**config.mk**
```make
export PLATFORM = sky130hd
export DESIGN_NAME = mano_timing_decode
export DESIGN_NICKNAME = d
export VERILOG_FILES = /design/src/rtl/mano_timing_decode.sv
export SDC_FILE = /design/constraint.sdc
export NUM_CORES = 1
export LEC_CHECK = 0
export ABC_AREA = 1
export BUFFER_PORTS_ARGS = -buffer_cell sky130_fd_sc_hd__buf_2
export CORE_AREA = 2 2 39 41
export CTS_BUF_LIST = sky130_fd_sc_hd__clkbuf_8
export DETAILED_ROUTE_END_ITERATION = 7
export DIE_AREA = 0 0 41 43
export GPL_TIMING_DRIVEN = 0
export PLACE_DENSITY = 0.77
export SYNTH_ARGS = -nofsm -noshare
export SYNTH_HDL_FRONTEND = slang
export SYNTH_SLANG_ARGS = --single-unit
```
**constraint.sdc**
```tcl
create_clock -name clk -period 1.2 [get_ports clk]
set_input_delay 0.06 -clock clk [delete_from_list [all_inputs] [get_ports clk]]
set_output_delay 0.06 -clock clk [all_outputs]
set_load 0.005 [all_outputs]
```
**src/rtl/mano_timing_decode.sv**
```systemverilog
// Mano basic computer timing and decode stage.
// Runs the sequence counter, emits one-hot T timing and one-hot D opcode decode.
//
// Ports:
//   clk     - system clock, rising edge
//   rst_n   - synchronous active-low reset
//   start   - leave HALTED and begin at T0
//   halt    - stop sequencing (HLT)
//   sc_clr  - end of instruction, SC returns to 0
//   instr   - instruction word, opcode/indirect latched during T1
//   T       - one-hot timing, T[k] = (sc == k) & run
//   D       - one-hot decode of the latched opcode
//   I       - latched indirect bit
//   sc      - raw sequence counter
//   run     - sequencing active (S flip-flop)
module mano_timing_decode #(
    parameter int SC_W    = 3,
    parameter int OPC_LSB = 12,
    parameter int I_BIT   = 15
) (
    input  logic                 clk,
    input  logic                 rst_n,
    input  logic                 start,
    input  logic                 halt,
    input  logic                 sc_clr,
    input  logic [15:0]          instr,
    output logic [2**SC_W-1:0]   T,
    output logic [7:0]           D,
    output logic                 I,
    output logic [SC_W-1:0]      sc,
    output logic                 run
);

    typedef enum logic {
        HALTED = 1'b0,
        RUN    = 1'b1
    } state_t;

    state_t          state_q, state_d;
    logic [SC_W-1:0] sc_q, sc_d;
    logic [2:0]      opc_q, opc_d;
    logic            i_q, i_d;

    always_ff @(posedge clk) begin
        if (!rst_n) begin
            state_q <= HALTED;
            sc_q    <= '0;
            opc_q   <= '0;
            i_q     <= 1'b0;
        end else begin
            state_q <= state_d;
            sc_q    <= sc_d;
            opc_q   <= opc_d;
            i_q     <= i_d;
        end
    end

    always_comb begin
        state_d = state_q;
        sc_d    = sc_q;
        opc_d   = opc_q;
        i_d     = i_q;
        unique case (state_q)
            HALTED: begin
                sc_d = '0;
                if (start) begin
                    state_d = RUN;
                end
            end
            RUN: begin
                if (halt) begin
                    state_d = HALTED;
                    sc_d    = '0;
                end else begin
                    // Fetch latch at T1; a concurrent sc_clr must not block it
                    if (sc_q == SC_W'(1)) begin
                        opc_d = instr[OPC_LSB+2:OPC_LSB];
                        i_d   = instr[I_BIT];
                    end
                    if (sc_clr) begin
                        sc_d = '0;
                    end else begin
                        sc_d = sc_q + 1'b1;
                    end
                end
            end
            default: begin
                state_d = HALTED;
                sc_d    = '0;
            end
        endcase
    end

    always_comb begin
        T = '0;
        if (state_q == RUN) begin
            T[sc_q] = 1'b1;
        end
    end

    always_comb begin
        D        = '0;
        D[opc_q] = 1'b1;
    end

    assign I   = i_q;
    assign sc  = sc_q;
    assign run = (state_q == RUN);

endmodule

```
==> metrics.csv, run 1 <==
metric,value,unit
status,finished clean,
kind of launch point of the worst setup path,flop,
setup repair after global routing missed its margin,false,
class of the most critical setup path,flop to output pin,
via count of the first global-routing pass,427,
Critical Path End Type,output pin,
register bit total from synthesis,8,
Initial Util,34.27,%
row cnt,14,
routed vias/inst,4.367,
share of the yosys chip area belonging to registers,33.77,%
setup TNS,0,ns
mean cell area of the mapped netlist,6.586,µm²
count of distinct cell types in the synthesized netlist,15,
Ant. Diodes,0,
global-route usage over all layers,13.62,%
Syn Nets,95,
"IR drop worst, VDD",1.026,mV
maximum number of pins on one net before global-route repair,7,
top cells by instance count after synthesis,"sky130_fd_sc_hd__nor2_1, sky130_fd_sc_hd__nand2_1, sky130_fd_sc_hd__inv_1",
worst relative slew slack,80.41,%
adder-cell area share of the yosys netlist,5.277,%
power spent charging and discharging nets,123.4,µW
crit path max-delay cell type,sky130_fd_sc_hd__dfxtp_2,
vias after detailed routing,524,
cells traversed along the worst timing path,"inv_2, or2_4, nor2_1, buf_2",
area added between synthesis and finish,46.17,%
number of optimization iterations in the first detailed-route pass,4,
cell area after technology mapping,474.2,µm²
fraction of final layout cells sized beyond drive strength 1,44.23,%
most common cell in the synthesized netlist,sky130_fd_sc_hd__nor2_1,
xor/xnor cell area share of the yosys netlist,1.847,%
Post-synth EDFFs,0,
HPWL after detailed placement,890.4,µm
fraction of synthesized area in multiplexers,0,%
required time of the worst setup path,1.14,ns
cell count after synthesis,72,
Final setup violation count,0,
area share of and/or/nand/nor cells after synthesis,48.02,%
area share of the leading cell type in the synthesized netlist,33.77,%
setup ws final,0.05740,ns
Max Cap Viol,0,
Synth async-reset ratio,0,%
portion of the clock cycle consumed by the worst path in the final layout,95.22,%
net count of the finished layout,129,
Synth Area in Compound Gates,1.583,%
ratio of total power to cell area,920.1,nW/µm²
Leak,0.3657,nW
Gate power share,8.7,%
Int Power,514.3,µW
grt total ovfl,0,
transition time at the pin with the least slew margin,0.2935,ns
H-tree levels,1,
Post-Route Skew,0.005870,ns
root buffer selected by CTS,sky130_fd_sc_hd__clkbuf_8,
Detail Route Antenna Nets,0,
Synth area leaders,"sky130_fd_sc_hd__dfxtp_1, sky130_fd_sc_hd__nor2_1, sky130_fd_sc_hd__nand2_1, sky130_fd_sc_hd__nor3_1, sky130_fd_sc_hd__inv_1",
data arrival time of the critical path,1.08,ns
aggregate routed wire length,1.033,mm
clock buffer count from CTS,3,
post-layout minimum cycle time,1.143,ns
top-level port count,42,
initial antenna violation count,0,
Worst Path Buf+Inv,2,
clock input transition at the sequential cells of the worst setup and hold paths,0.04,ns
hold violation total from the final report,0,
pre-CTS setup slack,0.04027,ns
sequential fraction of design power,43.2,%
delay of the slowest cell on the worst path,0.34,ns
cell type with the largest total area after synthesis,sky130_fd_sc_hd__dfxtp_1,
DRC Markers,0,
main combinational cell family by area after synthesis,simple AND/OR/NAND/NOR gates,
insertion delay of the later-clocked pin in the worst-skew pair,0.22,ns
worst-path maximum fanout,4,
max-slew violation count,0,
starting DRC count in detailed routing,5,
deepest clock path buffer count,2,
cell family with the largest share of critical-path delay,flip-flops,
die width,41,µm
Die Area,1763,µm²
Port Buffers,29,
Wirelength per Cell,8.608,µm
RePlAce Congestion,0.8402,
prevailing post-synth register cell,sky130_fd_sc_hd__dfxtp_1,
Die H,43,µm
yosys warns,0,
share of total power in the clock network,48.1,%
Highest Clock Rate,0.8752,GHz
TritonCTS Sinks,8,
Hold WS,0.1016,ns
HP Class,input port to flop,
clock tree from TritonCTS,done,
wire length of the first global-routing pass,1.593,mm
area of the placeable core,1384,µm²
proportion of total power due to net switching,19.35,%
==> power by group through the flow <==
stage | combinational [mW] | sequential (mW) | clock [mW]
2_1_floorplan | 0.0290 | 0.279 | 0
3_3_place_gp | 0.0541 | 0.279 | 0
3_5_place_dp | 0.0555 | 0.279 | 0
4_1_cts | 0.0557 | 0.276 | 0.317
5_1_grt | 0.0629 | 0.276 | 0.337
6_report | 0.0553 | 0.276 | 0.307
==> path summary, 6_finish.rpt <==
check | startpoint | to | slack (ns) | cells after the start
setup reg to reg | sc[1] | opc_q[0] | 0.12 | 7
hold / removal | sc_clr | sc[1] | 0.10 | 3
hold reg to reg | sc[0] | sc[0] | 0.46 | 1
setup / recovery | run | T[0] | 0.06 | 4
==> stage by stage <==
step           std cells  cell area, µm²  utilization, %  power (mW)
4_1_cts              120           681.9           49.28      0.6485
2_1_floorplan         72           474.2               -      0.3083
3_5_place_dp         117           639.4           46.20      0.3350
3_3_place_gp         117           639.4           46.20      0.3334
6_report             120           693.2           50.09      0.6378
5_1_grt              120           693.2           50.09      0.6760
==> sequential cells by signal, indices dropped and copies added (netlist names) <==
register  count
run           1
I             1
sc            3
opc_q         3
==> per-layer routing <==
layer / wire length [µm] / vias up / track usage (%)
met3: 61 / 2 / 3.141
met1: 437 / 220 / 14.38
li1: - / 286 / -
met4: 29 / 0 / 10.00
met2: 504 / 16 / 21.88
met5: 0 / - / 0
==> worst reg2reg max path, stage by stage, from the launching register on <==
cell and delay [ns]:
sky130_fd_sc_hd__dfxtp_2 0.34, sky130_fd_sc_hd__inv_2 0.07, sky130_fd_sc_hd__ha_2 0.19, sky130_fd_sc_hd__inv_1 0.07, sky130_fd_sc_hd__nor2_4 0.10, sky130_fd_sc_hd__nand3_1 0.08, sky130_fd_sc_hd__nand2_1 0.08, sky130_fd_sc_hd__nor2_1 0.04
==> timing repair <==
item	in CTS	in global routing
setup buffers	0	0
resized for setup	1	6
endpoints found under the setup margin	1	5
hold buffers	0	0
==> cell families (layout without fill, tap and decap cells) <==
group | after synthesis | in the layout
compound gates | 1 | 1
xor+xnor | 1 | 1
fa+ha+maj | 2 | 2
buf+inv | 12 | 44
flops | 8 | 8
simple gates | 48 | 48
==> layout by cell type, fill, tap and decap left out <==
master / netlist / routed
sky130_fd_sc_hd__nor2_4: 2 / 3
sky130_fd_sc_hd__buf_2: 0 / 29
sky130_fd_sc_hd__dfxtp_1: 8 / 4
sky130_fd_sc_hd__nor2_1: 19 / 19
sky130_fd_sc_hd__a21boi_0: 1 / 1
sky130_fd_sc_hd__nand3b_2: 1 / 1
sky130_fd_sc_hd__inv_1: 10 / 9
sky130_fd_sc_hd__nand2_1: 11 / 11
sky130_fd_sc_hd__dfxtp_2: 0 / 4
sky130_fd_sc_hd__or2_4: 1 / 1
sky130_fd_sc_hd__ha_2: 0 / 1
sky130_fd_sc_hd__ha_1: 2 / 1
sky130_fd_sc_hd__nor3_1: 8 / 8
sky130_fd_sc_hd__nand3_1: 4 / 4
sky130_fd_sc_hd__inv_2: 2 / 3
sky130_fd_sc_hd__nand2_2: 1 / 1
sky130_fd_sc_hd__xnor2_1: 1 / 1
sky130_fd_sc_hd__clkbuf_8: 0 / 3
==> layout make-up <==
cell class	instances	area [µm²]
Timing Repair Buffer	29	145.1
Clock buffer	3	41.29
Inverter	12	45.04
Multi-Input combinational cell	52	276.5
Sequential cell	8	165.2
Tap cell	16	20.02
Fill cell	152	690.7
(Power assumes the default switching activity.)
==> run 2: changes to the inputs <==
==> constraint.sdc (replaced) <==
create_clock -name clk -period 1.1 [get_ports clk]
set_input_delay 0.055 -clock clk [delete_from_list [all_inputs] [get_ports clk]]
set_output_delay 0.055 -clock clk [all_outputs]
set_load 0.005 [all_outputs]
==> metrics.csv, run 2 (synthesis results as in run 1) <==
metric,value,unit
status,finished clean,
start of the worst register-to-register path,sc[1],
via count of the first global-routing pass,437,
Die H,43,µm
initial antenna violation count,0,
transition time at the pin with the least slew margin,0.1815,ns
deepest clock path buffer count,2,
hold violation total from the final report,0,
clock tree from TritonCTS,done,
"most common cell after layout, fill and taps aside",sky130_fd_sc_hd__buf_2,
max-slew violation count,0,
area added between synthesis and finish,63.85,%
DP Cell Count,117,
Detail Route Antenna Nets,0,
"commonest cells after routing, fill and taps aside","sky130_fd_sc_hd__buf_2, sky130_fd_sc_hd__nor2_1, sky130_fd_sc_hd__inv_1, sky130_fd_sc_hd__nand2_1, sky130_fd_sc_hd__nor3_1",
RePlAce Congestion,0.8402,
Initial Util,34.27,%
Max Cap Viol,0,
Leak,0.3901,nW
vias after detailed routing,547,
top-level port count,42,
aggregate routed wire length,1.148,mm
data arrival time of the critical path,1.04,ns
insertion delay of the later-clocked pin in the worst-skew pair,0.22,ns
post-layout minimum cycle time,1.091,ns
required time of the worst setup path,1.04,ns
portion of the clock cycle consumed by the worst path in the final layout,99.16,%
fillers,144,
beginning of the critical path,sc[0],
ratio of total power to cell area,897.0,nW/µm²
Ant. Diodes,0,
net count of the finished layout,132,
TritonCTS Sinks,8,
Final Util,56.15,%
CTS hold repair buffers,0,
setup repair after global routing missed its margin,true,
Critical Path End Type,output pin,
HPWL after detailed placement,890.4,µm
worst relative slew slack,87.87,%
clock input transition at the sequential cells of the worst setup and hold paths,0.04,ns
worst-path maximum fanout,4,
Post-Route Skew,0.003589,ns
global-route usage over all layers,13.84,%
"IR drop worst, VDD",1.118,mV
kind of launch point of the worst setup path,flop,
class of the most critical setup path,flop to output pin,
Final setup violation count,0,
routed vias/inst,4.447,
Wirelength per Cell,9.333,µm
total power draw,697.0,µW
HP Class,input port to flop,
area of the placeable core,1384,µm²
Finished Cell Area,777.0,µm²
Port Buffers,29,
Hold WS,0.09889,ns
starting DRC count in detailed routing,9,
Highest Clock Rate,0.9168,GHz
"non-filler cells, final",123,
root buffer selected by CTS,sky130_fd_sc_hd__clkbuf_8,
instance area after placement,639.4,µm²
fraction of final layout cells sized beyond drive strength 1,57.94,%
Die Area,1763,µm²
source of the worst hold timing path,sc_clr,
row cnt,14,
H-tree levels,1,
wire length of the first global-routing pass,1.614,mm
DRC Markers,0,
die width,41,µm
grt total ovfl,0,
clock buffer count from CTS,3,
number of optimization iterations in the first detailed-route pass,2,
maximum number of pins on one net before global-route repair,7,
## run 2: changes by cell type in the layout (fill, tap and decap cells not counted), sizes merged
| cell | change |
|---|---|
| buf | +3 |
## run 2: per-stage QoR
stage | setup TNS [ns] | setup WS [ns]
2_1_floorplan | 0 | 0.05465
3_3_place_gp | -0.08985 | -0.02802
3_5_place_dp | -0.2156 | -0.05973
4_1_cts | -0.004934 | -0.003105
5_1_grt | -0.2728 | -0.03785
6_report | 0 | 0.009208
## run 2: path summary, 6_finish.rpt
kind              endpoint  slack [ns]  cells after the start
setup / recovery      T[2]       0.009                      3
hold reg to reg          I        0.48                      2
hold / removal       sc[1]         0.1                      3
setup reg to reg  opc_q[0]        0.03                      7
## run 2: critical path, cell delays in order (launching register included)
cell and delay (ns):
sky130_fd_sc_hd__dfxtp_4 0.35, sky130_fd_sc_hd__or2_4 0.27, sky130_fd_sc_hd__nor2_1 0.08, sky130_fd_sc_hd__buf_2 0.11
## run 2: where the power goes
group,switching (mW),total (mW),leakage [nW],internal (mW)
clock,0.0966,0.332,0.0216,0.235
combinational,0.0392,0.0744,0.299,0.0352
sequential,0.00346,0.291,0.0693,0.287
total,0.139,0.697,0.390,0.558
## run 2: repair_timing
action,4_1_cts,5_1_grt
cloned,0,0
pin swaps,1,7
hold endpoints to repair,0,0
resized for setup,9,17
endpoints found under the setup margin,11,17
buffers inserted,2,1
## run 2: area by class of cell
type,count,area (µm²),area share (%)
inverter,12,47.55,6.119
clock buffer,3,41.29,5.314
sequential,8,178.9,23.03
tap,16,20.02,2.576
multi-input combinational,52,321.6,41.38
timing repair buffer,32,167.7,21.58
## run 2: metal layers
metal	vias up	share of wire (%)	GRT usage [%]	routed length, µm
li1	291	-	-	-
met1	238	37	14.10	420
met2	16	56	22.81	638
met3	2	5.3	3.141	61
met4	0	2.4	10.00	27
met5	-	0	0	0
==> run 3: changes to the inputs <==
--- a/config.mk
+++ b/config.mk
@@ -5,14 +5,15 @@
 export SDC_FILE = /design/constraint.sdc
 export NUM_CORES = 1
 export LEC_CHECK = 0
-export ABC_AREA = 1
+export ABC_AREA = 0
 export BUFFER_PORTS_ARGS = -buffer_cell sky130_fd_sc_hd__buf_2
+export CAP_MARGIN = 5
 export CORE_AREA = 2 2 39 41
 export CTS_BUF_LIST = sky130_fd_sc_hd__clkbuf_8
 export DETAILED_ROUTE_END_ITERATION = 7
 export DIE_AREA = 0 0 41 43
 export GPL_TIMING_DRIVEN = 0
-export PLACE_DENSITY = 0.77
+export PLACE_DENSITY = 0.75
 export SYNTH_ARGS = -nofsm -noshare
 export SYNTH_HDL_FRONTEND = slang
 export SYNTH_SLANG_ARGS = --single-unit
==> metrics.csv, run 3 <==
metric,value,unit
Critical Path End Type,flop,
Synth async-reset ratio,0,%
deepest clock path buffer count,2,
CTS hold repair buffers,0,
via count of the first global-routing pass,444,
beginning of the critical path,sc[1],
"most common cell after layout, fill and taps aside",sky130_fd_sc_hd__buf_2,
HPWL after detailed placement,769.2,µm
class of the most critical setup path,flop to flop,
yosys warns,0,
"non-filler cells, final",108,
Syn Nets,80,
portion of the clock cycle consumed by the worst path in the final layout,104.3,%
clock tree from TritonCTS,done,
Detail Route Antenna Nets,0,
area of the placeable core,1384,µm²
wire length of the first global-routing pass,1.725,mm
transition time at the pin with the least slew margin,0.2428,ns
RePlAce Congestion,0.6787,
crit path max-delay cell type,sky130_fd_sc_hd__dfxtp_4,
kind of launch point of the worst setup path,flop,
"commonest cells after routing, fill and taps aside","sky130_fd_sc_hd__buf_2, sky130_fd_sc_hd__nand2_1, sky130_fd_sc_hd__nor2_1",
count of distinct cell types in the synthesized netlist,18,
post-layout minimum cycle time,1.147,ns
R2R Setup Slk,-0.05,ns
share of the yosys chip area belonging to registers,35.26,%
"IR drop worst, VDD",0.5376,mV
area share of the leading cell type in the synthesized netlist,35.26,%
setup ws final,-0.04718,ns
HP Class,input port to flop,
start of the worst register-to-register path,sc[1],
grt total ovfl,0,
Post-Route Skew,0.002797,ns
insertion delay of the later-clocked pin in the worst-skew pair,0.22,ns
max-slew violation count,0,
Wirelength per Cell,10.69,µm
required time of the worst setup path,1.25,ns
termination of the worst setup path,opc_q[0],
delay of the slowest cell on the worst path,0.36,ns
row cnt,14,
setup repair after global routing missed its margin,true,
Max Cap Viol,0,
TritonCTS Sinks,8,
cell count after synthesis,57,
maximum number of pins on one net before global-route repair,11,
cell family with the largest share of critical-path delay,flip-flops,
cell type with the largest total area after synthesis,sky130_fd_sc_hd__dfxtp_1,
Ant. Diodes,0,
Hold WS,0.05459,ns
mean cell area of the mapped netlist,7.968,µm²
aggregate routed wire length,1.154,mm
violations in the final reports,negative setup slack,
data arrival time of the critical path,1.29,ns
Initial Util,32.82,%
number of optimization iterations in the first detailed-route pass,3,
clock input transition at the sequential cells of the worst setup and hold paths,0.04,ns
clock buffer count from CTS,3,
prevailing post-synth register cell,sky130_fd_sc_hd__dfxtp_1,
cells traversed along the worst timing path,"inv_4, ha_4, nor4bb_4, buf_4, mux2i_1",
top-level port count,42,
Leak,0.3699,nW
Worst Path Buf+Inv,2,
fillers,127,
area added between synthesis and finish,63.36,%
net count of the finished layout,117,
H-tree levels,1,
ratio of total power to cell area,932.1,nW/µm²
Post-synth EDFFs,0,
root buffer selected by CTS,sky130_fd_sc_hd__clkbuf_8,
cell count of the worst reg-to-reg path,5,
global-route usage over all layers,15.29,%
top cells by instance count after synthesis,"sky130_fd_sc_hd__nand2_1, sky130_fd_sc_hd__dfxtp_1, sky130_fd_sc_hd__nor2_1",
Die Area,1763,µm²
Die H,43,µm
hold violation total from the final report,0,
vias after detailed routing,504,
initial antenna violation count,0,
endpoint of the worst register-to-register path,opc_q[0],
DP Cell Count,101,
starting DRC count in detailed routing,1,
Final Util,53.62,%
register bit total from synthesis,8,
Synth area leaders,"sky130_fd_sc_hd__dfxtp_1, sky130_fd_sc_hd__nand2_1, sky130_fd_sc_hd__mux2i_1, sky130_fd_sc_hd__nand2b_1, sky130_fd_sc_hd__nor3_1",
worst-path maximum fanout,4,
die width,41,µm
Final setup violation count,6,
most common cell in the synthesized netlist,sky130_fd_sc_hd__nand2_1,
Highest Clock Rate,0.8717,GHz
cell area after technology mapping,454.2,µm²
fraction of final layout cells sized beyond drive strength 1,53.26,%
stages on the worst setup path,5,
routed vias/inst,4.667,
DRC Markers,0,
Port Buffers,28,
status,"finished, violations left",
worst relative slew slack,83.79,%
[run 3: cell types whose count changed in the layout (fill, tap and decap cells not counted), moves of 4 or more]
| cell | before | now |
|---|---|---|
| sky130_fd_sc_hd__mux2i_1 | 0 | 4 |
| sky130_fd_sc_hd__nand2b_1 | 0 | 4 |
| sky130_fd_sc_hd__nor2_1 | 18 | 7 |
| sky130_fd_sc_hd__nand2_2 | 4 | 0 |
| sky130_fd_sc_hd__nand3_2 | 4 | 0 |
| sky130_fd_sc_hd__inv_1 | 8 | 0 |
[run 3: layer usage]
layer | global-route usage, % | up-vias | wire length [µm]
li1 | - | 262 | -
met1 | 16.18 | 223 | 497
met2 | 23.44 | 17 | 571
met3 | 3.141 | 2 | 56
met4 | 14.00 | 0 | 27
met5 | 0 | - | 0
[run 3: final cells by class]
class	count	area, µm²	area share, %
clock buffer	3	41.29	5.565
tap	16	20.02	2.698
buffer	2	12.51	1.686
multi-input combinational	45	309.0	41.65
timing repair buffer	33	177.7	23.95
inverter	1	6.256	0.8432
sequential	8	175.2	23.61
[run 3: kinds of logic after synthesis]
family	count (synthesis)	synth area share (%)
compound gates	1	1.654
mux	4	8.816
simple gates	37	42.43
buf+inv	4	4.406
flops	8	35.26
xor+xnor	1	1.929
fa+ha+maj	2	5.509
[run 3: per-stage QoR]
step	setup WS (ns)	cell area [µm²]	TNS (ns)	total power, mW
final	-0.04718	742.0	-0.1367	0.6916
after global routing	-0.1033	742.0	-0.6716	0.7280
after CTS	-0.07201	719.4	-0.2023	0.7043
after detailed placement	-0.1724	616.8	-0.5982	0.3514
after global placement	-0.05154	616.8	-0.2052	0.3503
after floorplan	0.01150	456.7	0	0.3279
[run 3: how the worst min path moves through the flow]
stage / to / startpoint / depth (start not counted)
6_report: sc[0] / halt / 2
5_1_grt: sc[0] / halt / 2
4_1_cts: sc[0] / halt / 2
3_5_place_dp: sc[0] / halt / 2
3_3_place_gp: sc[0] / halt / 2
2_1_floorplan: sc[0] / halt / 1
[run 3: timing repair]
item,CTS,global route
resized for setup,9,6
pin swaps,1,1
buffers inserted,4,1
gates cloned,0,0
hold endpoints to repair,0,0
setup endpoints to repair,12,16
[run 3: report_power, final]
part | total, mW | switching [mW] | internal, mW
clock | 0.345 | 0.108 | 0.236
sequential | 0.295 | 0.00607 | 0.289
combinational | 0.0518 | 0.0246 | 0.0272
total | 0.692 | 0.139 | 0.553
